**src/rtl/cache_miss_controller_pkg.sv**
```systemverilog
// Shared cache geometry and miss-sequencer state encoding.
// Imported by the miss controller and by anything sized against the line array.
package cache_miss_controller_pkg;

    localparam int unsigned CACHE_SET_SIZE    = 4;
    localparam int unsigned CACHE_LINE_WORDS  = 4;
    localparam int unsigned CACHE_TAG_WIDTH   = 20;
    localparam int unsigned CACHE_INDEX_WIDTH = 8;
    localparam int unsigned CACHE_ADDR_WIDTH  = 32;
    localparam int unsigned CACHE_DATA_WIDTH  = 32;
    localparam int unsigned CACHE_BYTE_OFF    = 2;

    typedef enum logic [1:0] {
        IDLE,
        WRITEBACK,
        REFILL,
        COMMIT
    } miss_state_t;

endpackage

```
**src/rtl/cache_miss_controller.sv**
```systemverilog
// Per-set miss sequencer: hit/miss reporting, dirty-victim writeback,
// word-by-word refill from memory and final tag/valid commit.
module cache_miss_controller
    import cache_miss_controller_pkg::*;
#(
    parameter int unsigned SET_SIZE    = CACHE_SET_SIZE,
    parameter int unsigned LINE_WORDS  = CACHE_LINE_WORDS,
    parameter int unsigned TAG_WIDTH   = CACHE_TAG_WIDTH,
    parameter int unsigned INDEX_WIDTH = CACHE_INDEX_WIDTH
) (
    input  logic                          clk_i,
    input  logic                          rst_i,
    input  logic                          req_valid_i,
    input  logic [CACHE_ADDR_WIDTH-1:0]   req_addr_i,
    output logic                          cpu_ready_o,
    input  logic [SET_SIZE-1:0]           hit_line_i,
    input  logic [SET_SIZE-1:0]           victim_line_i,
    input  logic                          victim_dirty_i,
    input  logic [TAG_WIDTH-1:0]          victim_tag_i,
    input  logic [CACHE_DATA_WIDTH-1:0]   victim_rdata_i,
    output logic                          replace_en_o,
    output logic [SET_SIZE-1:0]           line_sel_o,
    output logic [$clog2(LINE_WORDS)-1:0] line_word_o,
    output logic                          line_we_o,
    output logic                          line_commit_o,
    output logic                          mem_req_o,
    output logic                          mem_we_o,
    output logic [CACHE_ADDR_WIDTH-1:0]   mem_addr_o,
    output logic [CACHE_DATA_WIDTH-1:0]   mem_wdata_o,
    input  logic                          mem_ready_i,
    input  logic [CACHE_DATA_WIDTH-1:0]   mem_rdata_i
);

    localparam int unsigned WORD_W  = $clog2(LINE_WORDS);
    localparam int unsigned LOW_W   = WORD_W + CACHE_BYTE_OFF;
    localparam int unsigned LAST_WD = LINE_WORDS - 1;

    miss_state_t            state_q, state_d;
    logic [WORD_W-1:0]      cnt_q, cnt_d;
    logic [TAG_WIDTH-1:0]   req_tag_q, victim_tag_q;
    logic [INDEX_WIDTH-1:0] index_q;
    logic [SET_SIZE-1:0]    victim_q;
    logic                   latch_en;
    logic                   last_word;
    logic [WORD_W-1:0]      cnt_inc;

    // Word/byte offset of the CPU address never reaches the memory side.
    logic [LOW_W-1:0]            unused_addr_low;
    logic [CACHE_DATA_WIDTH-1:0] unused_rdata;
    assign unused_addr_low = req_addr_i[LOW_W-1:0];
    assign unused_rdata    = mem_rdata_i;

    assign last_word = (cnt_q == WORD_W'(LAST_WD));
    assign cnt_inc   = last_word ? '0 : cnt_q + WORD_W'(1);

    always_ff @(posedge clk_i) begin
        if (rst_i) begin
            state_q      <= IDLE;
            cnt_q        <= '0;
            req_tag_q    <= '0;
            index_q      <= '0;
            victim_q     <= '0;
            victim_tag_q <= '0;
        end else begin
            state_q <= state_d;
            cnt_q   <= cnt_d;
            if (latch_en) begin
                req_tag_q    <= req_addr_i[CACHE_ADDR_WIDTH-1 -: TAG_WIDTH];
                index_q      <= req_addr_i[LOW_W +: INDEX_WIDTH];
                victim_q     <= victim_line_i;
                victim_tag_q <= victim_tag_i;
            end
        end
    end

    // Next state and output decode; everything is held at 0 while reset is asserted.
    always_comb begin
        state_d       = state_q;
        cnt_d         = cnt_q;
        latch_en      = 1'b0;
        cpu_ready_o   = 1'b0;
        replace_en_o  = 1'b0;
        line_sel_o    = '0;
        line_word_o   = '0;
        line_we_o     = 1'b0;
        line_commit_o = 1'b0;
        mem_req_o     = 1'b0;
        mem_we_o      = 1'b0;
        mem_addr_o    = '0;
        mem_wdata_o   = '0;

        if (!rst_i) begin
            line_word_o = cnt_q;
            unique case (state_q)
                IDLE: begin
                    if (req_valid_i) begin
                        if (|hit_line_i) begin
                            cpu_ready_o  = 1'b1;
                            replace_en_o = 1'b1;
                        end else begin
                            latch_en = 1'b1;
                            cnt_d    = '0;
                            state_d  = victim_dirty_i ? WRITEBACK : REFILL;
                        end
                    end
                end
                WRITEBACK: begin
                    line_sel_o  = victim_q;
                    mem_req_o   = 1'b1;
                    mem_we_o    = 1'b1;
                    mem_addr_o  = CACHE_ADDR_WIDTH'({victim_tag_q, index_q, cnt_q, 2'b00});
                    mem_wdata_o = victim_rdata_i;
                    if (mem_ready_i) begin
                        cnt_d = cnt_inc;
                        if (last_word) state_d = REFILL;
                    end
                end
                REFILL: begin
                    line_sel_o = victim_q;
                    mem_req_o  = 1'b1;
                    mem_addr_o = CACHE_ADDR_WIDTH'({req_tag_q, index_q, cnt_q, 2'b00});
                    line_we_o  = mem_ready_i;
                    if (mem_ready_i) begin
                        cnt_d = cnt_inc;
                        if (last_word) state_d = COMMIT;
                    end
                end
                COMMIT: begin
                    line_sel_o    = victim_q;
                    line_commit_o = 1'b1;
                    replace_en_o  = 1'b1;
                    state_d       = IDLE;
                end
                default: state_d = IDLE;
            endcase
        end
    end

endmodule

```
**config.mk**
```make
export PLATFORM = sky130hd
export DESIGN_NAME = cache_miss_controller
export DESIGN_NICKNAME = d
export VERILOG_FILES = /design/src/rtl/cache_miss_controller_pkg.sv /design/src/rtl/cache_miss_controller.sv
export SDC_FILE = /design/constraint.sdc
export NUM_CORES = 1
export LEC_CHECK = 0
export CAP_MARGIN = 10
export CORE_ASPECT_RATIO = 1.1
export CORE_MARGIN = 3
export CORE_UTILIZATION = 39
export CTS_BUF_LIST = sky130_fd_sc_hd__clkbuf_8 sky130_fd_sc_hd__clkbuf_16
export CTS_CLUSTER_SIZE = 12
export DETAILED_ROUTE_END_ITERATION = 7
export GPL_ROUTABILITY_DRIVEN = 0
export PLACE_DENSITY = 0.87
export SLEW_MARGIN = 25
export SYNTH_ARGS = -nofsm -noshare
export SYNTH_HDL_FRONTEND = slang
export SYNTH_SLANG_ARGS = --single-unit
```
**constraint.sdc**
```tcl
create_clock -name clk_i -period 4.86 [get_ports clk_i]
set_input_delay 0.972 -clock clk_i [delete_from_list [all_inputs] [get_ports clk_i]]
set_output_delay 0.972 -clock clk_i [all_outputs]
set_load 0.02 [all_outputs]
```
==> impl_metrics.csv <==
group,metric,value,unit
logic_synthesis,syn_area_per_cell,9.554,µm²
clocking,clkTransAtPathRegs,0.09,ns
drt,first_pass_iters,4,
logic_synthesis,ys_warn_count,0,
die,die_w,89.89,µm
logic_synthesis,ys_seq_area_share,37.13,%
power_and_ir_drop,vdd_ir_drop_max,0.1678,mV
drt,drtIter0Drc,78,
die,fp.dieH,98.28,µm
finish,fin_nets,607,
drt,via_count,2778,
timing,slew_headroom,42.73,%
setup_path,slowest_stage,"nand2_1",
logic_synthesis,synth_top_area_share,37.13,%
setup_path,start_kind,"input port",
finish,final_common_cell,"clkdlybuf4s50_1",
power_and_ir_drop,power_density,243.5,nW/µm²
finish,fillers,624,
timing,fin_tns_setup,0,ns
die,pin_count,205,
power_and_ir_drop,leakage,1.856,nW
global_routing,grt_pass1_wl,13510,µm
global_routing,grt_pass1_vias,2744,
placement,place_area,4713,µm²
placement,portBuffers,166,
finish,fin_util,64.79,%
timing,drv_slew,0,
finish,layout-drive-gt1-share,14.41,%
placement,placed_cells,570,
drt,drt-total-wl,8381,µm
die,start_util,40.40,%
clocking,postCtsSetupRepairBufs,0,
clocking,cts_buffers,5,
timing,fin_crit,4.027,ns
logic_synthesis,ys_ff_latch,56,
setup_path,required,3.89,ns
timing,rsz0062_at_grt,"false",
timing,period_share,82.86,%
timing,worst_slew_pin_slew,0.8591,ns
setup_path,cp_top_family,"buffers and inverters",
drt,drtAntennaViolNets,0,
global_routing,overflow,0,
job,maxCapViolCount,0,
setup_path,worstPathMaxFanout,32,
setup_path,path_cells,"buf_2 -> inv_1 -> nand2_1 -> nor2_1 -> clkdlybuf4s50_1",
die,rows,33,
logic_synthesis,async_flop_share,0,%
setup_path,crit_buf_inv,3,
setup_path,max_stage_delay,0.65,ns
clocking,ctsHoldBuffers,0,
finish,n_antenna_cell,0,
clocking,clockBufferDepth,2,
logic_synthesis,syn_area,3019,µm²
logic_synthesis,synth.distinct_cells,34,
logic_synthesis,synth_edf_count,0,
drt,via_per_inst,4.815,
logic_synthesis,synth_top_cell_by_area,"dfxtp_1",
timing,fin_skew,0.005859,ns
worst_hold_path,hold_class,"flop to flop",
logic_synthesis,ys.flop_type,"dfxtp_1",
finish,syn_to_final_growth,60.38,%
global_routing,antenna_found_initial,0,
timing,final-hold-violation-count,0,
outcome,outcome,"finished clean",
die,die_area,8834,µm²
setup_path,regToRegSetupSlack,2.63,ns
clocking,clkSinkCount,56,
clocking,root_buffer,"clkbuf_8",
drt,post_drt_wl_per_cell,14.53,µm
setup_path,worst-setup-path-type,"input port to primary output",
clocking,ctsResizeCount,0,
logic_synthesis,synth_area_leaders,"dfxtp_1 (37%), mux2_2 (20%), nor2b_1 (14%)",
timing,timing.hold.ws,0.5705,ns
die,coreArea,7473,µm²
logic_synthesis,synthCells,316,
drt,drc,0,
finish,finalNonFillerCells,577,
setup_path,cp-end-kind,"primary output",
global_routing,grt.total_usage,18.38,%
finish,final_cell_mix,"clkdlybuf4s50_1 (165), nor2b_1 (66), dfxtp_1 (56)",
setup_path,crit_arrival,3.06,ns
clocking,cts_tree,"built",
clocking,h-tree-depth,2,
clocking,insertion_delay,0.30,ns
global_routing,grt_max_degree,53,
placement,hpwlAfterDp,6267,µm
timing,timing.fmax,248.3,MHz
finish,fin_area,4842,µm²
timing,setup_violations,0,
## cell usage after synthesis (all sizes together), types with 2 or more instances
master,count
mux2i,2
nor3,2
nand2,4
dfxtp,56
and2,32
clkbuf,15
a22oi,20
a21oi,2
o21ai,2
mux2,53
a311oi,2
nor2b,66
buf,7
nor2,25
ha,6
inv,7
## registers in the layout, indices dropped and copies added (netlist names)
register / count
victim_q: 4
victim_tag_q: 20
req_tag_q: 20
index_q: 8
cnt_q: 2
state_q: 2
## through the flow
stage | power [W] | worst slack [ns]
final | 0.001179 | 0.8328
after detailed placement | 0.0008454 | 0.7773
after CTS | 0.001192 | 0.7721
after floorplan | 0.0006781 | 2.004
after global routing | 0.001232 | 0.5849
after global placement | 0.0008400 | 0.8209
## worst reg2reg max path, stage by stage (launching register included)
cell	delay [ns]
dfxtp_1	0.36
inv_1	0.12
ha_1	0.28
nand3b_1	0.23
nor2_8	0.71
mux2_2	0.44
## metal layers
| layer | track usage [%] | wire length, µm | up-vias | part of all wire, % |
|---|---|---|---|---|
| met5 | 0 | 0 | - | 0 |
| met4 | 3.769 | 87 | 0 | 1.0 |
| met3 | 4.468 | 621 | 8 | 7.4 |
| met2 | 33.97 | 4198 | 127 | 50 |
| met1 | 21.62 | 3474 | 1269 | 41 |
| li1 | - | - | 1374 | - |
## report_power, final
group	total (W)	leakage [nW]	switching (W)	internal (W)
logic	0.000355	1.34	0.000182	0.000172
clock network	0.000346	0.0642	0.000143	0.000203
registers	0.000479	0.452	0.00000760	0.000471
total	0.00118	1.86	0.000333	0.000846
## path summary, 6_finish.rpt
kind / start / cells after the start / to
max: rst_i / 5 / mem_addr_o[15]
min reg2reg: cnt_q[1] / 2 / cnt_q[1]
max reg2reg: state_q[0] / 5 / req_tag_q[8]
min: cnt_q[1] / 2 / cnt_q[1]
## kinds of logic after synthesis
logic type	count (synthesis)	synth area share, %
mux	55	20.43
flops	56	37.13
fa+ha+maj	6	2.486
compound gates	33	8.164
simple gates	136	26.56
buf+inv	29	5.097
other cells	1	0.1242
## layout make-up
cell class / count / area (µm²) / share of cell area, %
clock inverter: 2 / 60.06 / 1.240
sequential: 56 / 1121 / 23.15
tap: 105 / 131.4 / 2.713
multi-input combinational: 232 / 1748 / 36.10
clock buffer: 5 / 68.82 / 1.421
inverter: 7 / 26.28 / 0.5426
timing repair buffer: 170 / 1687 / 34.83
Power figures use the tool's default switching activity.
